$ cat src/rtl/multiplier_iter_pkg.sv
// Shared types and constants for the iterative radix-4 Booth multiplier.
package multiplier_iter_pkg;

    localparam int XLEN         = 64;
    localparam int ACC_W        = 132;
    localparam int BOOTH_DIGITS = 34;

    typedef enum logic [1:0] {
        IDLE  = 2'd0,
        LOOP  = 2'd1,
        FINAL = 2'd2
    } state_e;

    // Radix-4 Booth digit: magnitude is one-hot in {one, two} (or zero), sign in neg.
    typedef struct packed {
        logic neg;
        logic one;
        logic two;
    } booth_digit_t;

    // Recode the multiplier bit triplet {b[2i+1], b[2i], b[2i-1]}.
    // The 3'b111 triplet (value -0) is encoded as plain zero so that it
    // contributes no complement and no +1 injection.
    function automatic booth_digit_t booth_encode(input logic [2:0] bits);
        booth_digit_t d;
        d.one = bits[1] ^ bits[0];
        d.two = (bits[2] & ~bits[1] & ~bits[0]) | (~bits[2] & bits[1] & bits[0]);
        d.neg = bits[2] & ~(bits[1] & bits[0]);
        return d;
    endfunction

endpackage

$ cat src/rtl/adder_lookahead.sv
// Carry-lookahead adder built from 4-bit lookahead groups; group carries ripple
// between groups. W must be a multiple of 4.
module adder_lookahead #(
    parameter int W = 64
) (
    input  logic [W-1:0] a,
    input  logic [W-1:0] b,
    input  logic         cin,
    output logic [W-1:0] sum,
    output logic         cout
);

    logic [W-1:0] g;
    logic [W-1:0] p;
    logic [W:0]   c;

    assign g = a & b;
    assign p = a ^ b;

    // Per-group lookahead equations, evaluated group by group.
    always_comb begin
        c    = '0;
        c[0] = cin;
        for (int i = 0; i < W / 4; i++) begin
            c[4*i+1] = g[4*i] | (p[4*i] & c[4*i]);
            c[4*i+2] = g[4*i+1] | (p[4*i+1] & g[4*i]) | (p[4*i+1] & p[4*i] & c[4*i]);
            c[4*i+3] = g[4*i+2] | (p[4*i+2] & g[4*i+1]) | (p[4*i+2] & p[4*i+1] & g[4*i])
                     | (p[4*i+2] & p[4*i+1] & p[4*i] & c[4*i]);
            c[4*i+4] = g[4*i+3] | (p[4*i+3] & g[4*i+2]) | (p[4*i+3] & p[4*i+2] & g[4*i+1])
                     | (p[4*i+3] & p[4*i+2] & p[4*i+1] & g[4*i])
                     | ((&p[4*i+3 -: 4]) & c[4*i]);
        end
    end

    assign sum  = p ^ c[W-1:0];
    assign cout = c[W];

endmodule

$ cat src/rtl/booth_cell.sv
// One radix-4 Booth digit: select 0/+-A/+-2A from the already-shifted
// multiplicand and fold it into the carry-save accumulator.
module booth_cell
    import multiplier_iter_pkg::*;
(
    input  logic [2:0]       bits,
    input  logic [ACC_W-1:0] a_shift,
    input  logic [ACC_W-1:0] sum_in,
    input  logic [ACC_W-1:0] carry_in,
    output logic [ACC_W-1:0] sum_out,
    output logic [ACC_W-1:0] carry_out
);

    booth_digit_t digit;
    logic [ACC_W-1:0] mag;
    logic [ACC_W-1:0] pp;

    assign digit = booth_encode(bits);

    // Partial product selection. a_shift already carries the 2i weighting, so
    // its low 2i bits are zero and the one's complement fills them with ones.
    // Adding the +1 at bit 0 therefore ripples through those ones and lands at
    // bit 2i, exactly as a +1 injected at bit 2i would.
    always_comb begin
        mag = '0;
        if (digit.one) begin
            mag = a_shift;
        end else if (digit.two) begin
            mag = {a_shift[ACC_W-2:0], 1'b0};
        end
        pp = digit.neg ? ~mag : mag;
    end

    csa #(.W(ACC_W)) u_csa (
        .x  (sum_in),
        .y  (carry_in),
        .z  (pp),
        .ci (digit.neg),
        .s  (sum_out),
        .c  (carry_out)
    );

endmodule

$ cat src/rtl/csa.sv
// 3:2 carry-save adder. The carry output is already weighted (shifted left by
// one) and its free LSB slot is filled from ci, which lets the caller inject a
// +1 without a fourth operand.
module csa #(
    parameter int W = 132
) (
    input  logic [W-1:0] x,
    input  logic [W-1:0] y,
    input  logic [W-1:0] z,
    input  logic         ci,
    output logic [W-1:0] s,
    output logic [W-1:0] c
);

    logic [W-2:0] maj;

    assign s   = x ^ y ^ z;
    assign maj = (x[W-2:0] & y[W-2:0]) | (x[W-2:0] & z[W-2:0]) | (y[W-2:0] & z[W-2:0]);
    assign c   = {maj, ci};

endmodule

$ cat src/rtl/multiplier_iter.sv
// Iterative radix-4 Booth multiplier: 64x64 -> 128, CELL_NUM digits per cycle,
// carry-save accumulation, one carry-propagate add in the FINAL state.
module multiplier_iter
    import multiplier_iter_pkg::*;
#(
    parameter int CELL_NUM = 2  // legal values: 1, 2
) (
    input  logic            clk,
    input  logic            rst_n,
    input  logic            sign_a,
    input  logic            sign_b,
    input  logic [XLEN-1:0] multiplicand,
    input  logic [XLEN-1:0] multiplier,
    input  logic            enable,
    output logic            busy,
    output logic            res_ready,
    output logic [XLEN-1:0] product_lo,
    output logic [XLEN-1:0] product_hi
);

    localparam int SHIFT = 2 * CELL_NUM;
    localparam int B_W   = XLEN + 4;   // 3 sign-extension bits + B + appended 0

    state_e           state_q, state_d;
    logic [ACC_W-1:0] a_q, a_d;
    logic [B_W-1:0]   b_q, b_d;
    logic [ACC_W-1:0] sum_q, sum_d;
    logic [ACC_W-1:0] carry_q, carry_d;
    logic [5:0]       cnt_q, cnt_d;
    logic             busy_q, busy_d;
    logic             ready_q, ready_d;
    logic [XLEN-1:0]  lo_q, lo_d;
    logic [XLEN-1:0]  hi_q, hi_d;

    logic [ACC_W-1:0] loop_sum;
    logic [ACC_W-1:0] loop_carry;
    logic [XLEN-1:0]  cpa_lo;
    logic [XLEN-1:0]  cpa_hi;
    logic             cpa_mid_carry;
    logic             cpa_cout_unused;

    // Chain of Booth cells; cell gi handles digit (cnt + gi), so it sees A
    // shifted two further places and the next multiplier triplet.
    for (genvar gi = 0; gi < CELL_NUM; gi++) begin : g_cell
        logic [ACC_W-1:0] a_cell;
        logic [ACC_W-1:0] sum_in;
        logic [ACC_W-1:0] carry_in;
        logic [ACC_W-1:0] sum_out;
        logic [ACC_W-1:0] carry_out;

        assign a_cell = a_q << (2 * gi);

        if (gi == 0) begin : g_first
            assign sum_in   = sum_q;
            assign carry_in = carry_q;
        end else begin : g_next
            assign sum_in   = g_cell[gi-1].sum_out;
            assign carry_in = g_cell[gi-1].carry_out;
        end

        booth_cell u_cell (
            .bits      (b_q[2*gi+2 -: 3]),
            .a_shift   (a_cell),
            .sum_in    (sum_in),
            .carry_in  (carry_in),
            .sum_out   (sum_out),
            .carry_out (carry_out)
        );
    end

    assign loop_sum   = g_cell[CELL_NUM-1].sum_out;
    assign loop_carry = g_cell[CELL_NUM-1].carry_out;

    // Final resolve: two 64-bit lookahead adders chained on the carry; bits
    // above 127 of the accumulator do not affect the product.
    adder_lookahead #(.W(XLEN)) u_cpa_lo (
        .a    (sum_q[XLEN-1:0]),
        .b    (carry_q[XLEN-1:0]),
        .cin  (1'b0),
        .sum  (cpa_lo),
        .cout (cpa_mid_carry)
    );

    adder_lookahead #(.W(XLEN)) u_cpa_hi (
        .a    (sum_q[2*XLEN-1:XLEN]),
        .b    (carry_q[2*XLEN-1:XLEN]),
        .cin  (cpa_mid_carry),
        .sum  (cpa_hi),
        .cout (cpa_cout_unused)
    );

    // Next-state and datapath update for IDLE -> LOOP -> FINAL.
    always_comb begin
        state_d = state_q;
        a_d     = a_q;
        b_d     = b_q;
        sum_d   = sum_q;
        carry_d = carry_q;
        cnt_d   = cnt_q;
        busy_d  = busy_q;
        ready_d = 1'b0;
        lo_d    = lo_q;
        hi_d    = hi_q;

        case (state_q)
            IDLE: begin
                if (enable) begin
                    a_d     = {{(ACC_W-XLEN){sign_a & multiplicand[XLEN-1]}}, multiplicand};
                    b_d     = {{3{sign_b & multiplier[XLEN-1]}}, multiplier, 1'b0};
                    sum_d   = '0;
                    carry_d = '0;
                    cnt_d   = '0;
                    busy_d  = 1'b1;
                    state_d = LOOP;
                end
            end
            LOOP: begin
                sum_d   = loop_sum;
                carry_d = loop_carry;
                a_d     = a_q << SHIFT;
                b_d     = {{SHIFT{b_q[B_W-1]}}, b_q[B_W-1:SHIFT]};
                cnt_d   = cnt_q + 6'(CELL_NUM);
                if (cnt_d == 6'(BOOTH_DIGITS)) begin
                    state_d = FINAL;
                end
            end
            FINAL: begin
                lo_d    = cpa_lo;
                hi_d    = cpa_hi;
                ready_d = 1'b1;
                busy_d  = 1'b0;
                state_d = IDLE;
            end
            default: begin
                state_d = IDLE;
                busy_d  = 1'b0;
            end
        endcase
    end

    // State register with synchronous active-low reset; outputs are registered.
    always_ff @(posedge clk) begin
        if (!rst_n) begin
            state_q <= IDLE;
            a_q     <= '0;
            b_q     <= '0;
            sum_q   <= '0;
            carry_q <= '0;
            cnt_q   <= '0;
            busy_q  <= 1'b0;
            ready_q <= 1'b0;
            lo_q    <= '0;
            hi_q    <= '0;
        end else begin
            state_q <= state_d;
            a_q     <= a_d;
            b_q     <= b_d;
            sum_q   <= sum_d;
            carry_q <= carry_d;
            cnt_q   <= cnt_d;
            busy_q  <= busy_d;
            ready_q <= ready_d;
            lo_q    <= lo_d;
            hi_q    <= hi_d;
        end
    end

    assign busy       = busy_q;
    assign res_ready  = ready_q;
    assign product_lo = lo_q;
    assign product_hi = hi_q;

endmodule
$ cat config.mk
export PLATFORM = sky130hd
export DESIGN_NAME = multiplier_iter
export DESIGN_NICKNAME = d
export VERILOG_FILES = /design/src/rtl/multiplier_iter_pkg.sv /design/src/rtl/adder_lookahead.sv /design/src/rtl/booth_cell.sv /design/src/rtl/csa.sv /design/src/rtl/multiplier_iter.sv
export SDC_FILE = /design/constraint.sdc
export NUM_CORES = 2
export LEC_CHECK = 0
export BUFFER_PORTS_ARGS = -buffer_cell sky130_fd_sc_hd__buf_2
export CAP_MARGIN = 20
export CORE_AREA = 5 5 302 378
export DETAILED_ROUTE_END_ITERATION = 8
export DIE_AREA = 0 0 307 383
export GPL_TIMING_DRIVEN = 0
export PLACE_DENSITY = 0.54
export SYNTH_ARGS = -nofsm -noshare
export SYNTH_HDL_FRONTEND = slang
export SYNTH_HIERARCHICAL = 1
export SYNTH_SLANG_ARGS = --single-unit
export TNS_END_PERCENT = 10
$ cat constraint.sdc
create_clock -name clk -period 6.6 [get_ports clk]
set_clock_uncertainty 0.05 [all_clocks]
set_input_delay 0.66 -clock clk [delete_from_list [all_inputs] [get_ports clk]]
set_output_delay 0.66 -clock clk [all_outputs]
set_load 0.02 [all_outputs]
==> impl_results.md <==
- Core area: roughly 110000 um2
- Area delta synth->final: 13.26%
- Worst setup slack after layout: 0.5148 ns
- Via density: 5.750
- Worst vdd ir: 205.6 uV
- Endpoints failing setup: 0
- WP data arrival: 6.61 ns
- Max Slew Vio Count: 0
- Type of origin of the critical path: register
- Die Width: about 310 um
- H-tree Lvls: 3
- Initial antenna violation count: 7
- Total Routed Length: around 150000 um
- Setup CP Type: reg -> reg
- Worst Hold Class: in -> reg
- Row count: between 100 and 150
- CTS Buf Count: 71
- RePlAce Congestion: between 0.8 and 0.9
- Min Clock Period, post-route: approximately 6 ns
- Tcrit/Tclk final: between 90% and 100%
- Number of placed I/O pins: 263
- Final net count: 5737
- Routed Antenna Nets: 0
- Worst Tran Pin Value: 1.046 ns
- DRC: 0
- RSZ-0062 raised after global routing: false
- Synth Cell Area: roughly 43000 um2
- Dpl hpwl: 109400 um
- Register area: 11770 um2
- Worst EP required: 7.12 ns
- Root buffer cell: clkbuf_16
- First-pass GRT wire length: 225600 um
- Total Routing Usage GR: 24.08%
- Clk_lat worst skew: between 0.6 and 0.7 ns
- Achievable Freq: 164.3 MHz
- Synth Instances: 4836
- WL/cell: 21.96 um
- Final Hold Viols: 0
- Die Ht: 383 um
- YS warnings: 6
- Vias in the first global route: roughly 38000
- Number of hold buffers added after CTS: 0
- Grt ovf: 0
- MaxCap Viol Count: 0
- Layout cells sized above 1: 14.64%
- Slew HR: 30.25%
- Number of port buffers: roughly 260
- Largest net degree at the start of global routing: 14
- Multi-input gate area: approximately 29000 um2
- CTS Sinks: between 500 and 600
- CTS clk-pin slew, worst paths: around 0.060 ns
- Number of DRC markers in iteration 0: 2821
- CTS tree: built
- Fin Hold WS: 0.1965 ns
- Total number of vias: 38520
- Max Root-Sink Buffers: 3
- Synthesized area per cell: 8.850 um2
- Outcome: complete, no violations
- Post-layout util: 44.16%
- Full die area: 117600 um2
- Pwr per Cell Area: around 240 nW/um2
- DP Worst Slack: -0.2989 ns
- # fillers: between 10000 and 15000
- CP Capture Type: register
- Max FO, Critical Path: 5
- DRT Pass-1 Iters: 6
- Initial Util: 38.99%
- Leak: 20.79 nW
-- worst max-delay path: stages (launching register included) --
cell and delay (ns):
dfxtp_1 0.35, ha_1 0.39, a21oi_1 0.09, o21ai_0 0.21
a21oi_1 0.19, a2111oi_4 0.43, buf_12 0.17, o211a_1 0.26
o2111ai_2 0.18, a21oi_2 0.26, o221ai_2 0.15, o21bai_1 0.28
a211oi_2 0.12, nor2_2 0.23, o311ai_2 0.19, a2111oi_4 0.68
o211a_1 0.37, o2111ai_2 0.20, a21oi_2 0.26, o221ai_2 0.20
xnor2_2 0.43, nand2_1 0.11, a21oi_1 0.14
-- per-stage QoR --
stage	power, W	setup TNS [ns]	instances	area [um2]
final	0.01148	0	6699	48470
after global routing	0.01210	0	6688	48440
after CTS	0.01158	0	6687	48420
after detailed placement	0.007445	-0.2989	6558	46000
after global placement	0.007399	-0.2764	6555	45950
after floorplan	0.006374	0	4845	42830
-- flip-flops by register name (all words and copies together), names as in the netlist, 2 cells and up --
name / count
a_q: 128
carry_q: 128
g_cell.sum_in: 128
b_q: 67
product_hi: 64
product_lo: 64
cnt_q: 5
state_q: 2
-- path summary, 6_finish.rpt --
path / slack [ns] / cells after the start / end / startpoint
worst min register to register: 0.40 / 2 / product_hi[40] / product_hi[40]
worst max-delay path: 0.51 / 22 / product_hi[63] / g_cell[0].sum_in[5]
worst min-delay path: 0.20 / 3 / b_q[7] / multiplier[6]
worst max register to register: 0.51 / 22 / product_hi[63] / g_cell[0].sum_in[5]
-- where the power goes --
part	total, W	switching [W]	internal, W
combinational	0.00322	0.00200	0.00122
sequential	0.00419	0.000386	0.00380
clock	0.00407	0.00170	0.00237
total	0.0115	0.00409	0.00739
-- layer usage --
metal | track usage [%] | vias up | wire (um)
li1 | - | 18240 | -
met1 | 30.44 | 18900 | 61610
met2 | 41.49 | 1129 | 71860
met3 | 3.130 | 256 | 7498
met4 | 10.13 | 0 | 6133
met5 | 0 | - | 0
-- placed cells by master (no fill, tap or decap), types with 10 or more instances in the layout --
master and count:
a22o_1 263, o211ai_1 12, a221o_1 20, nand2_1 598
and3_1 258, a31oi_1 131, nor3_1 15, buf_4 24
nand2b_1 12, dfxtp_1 588, o21a_1 10, a221oi_2 174
clkinv_2 11, conb_1 10, nand3_1 16, a221oi_1 82
nor2b_1 268, diode_2 11, xnor2_1 45, buf_2 376
clkbuf_16 71, xor2_1 46, and2_1 257, buf_6 28
o221ai_1 40, fa_1 288, clkbuf_8 16, clkbuf_1 302
inv_1 32, ha_1 131, o21ai_0 411, nand4_1 12
nor2_1 45, a21o_1 32, a21oi_1 460
-- cell type report --
class	count	area share, %
inverter	33	0.2556
clock inverter	31	0.7434
tap	1449	3.740
sequential	588	24.28
buffer	468	4.535
antenna	11	0.05679
clock buffer	96	4.189
multi-input combinational	3756	59.32
timing repair buffer	267	2.876
-- what timing repair did --
item / in CTS / in global routing
pin swaps: 1 / 1
gates resized for setup: 1 / 1
endpoints found under the setup margin: 1 / 6
setup buffers: 2 / 0
(Power assumes the default switching activity.)
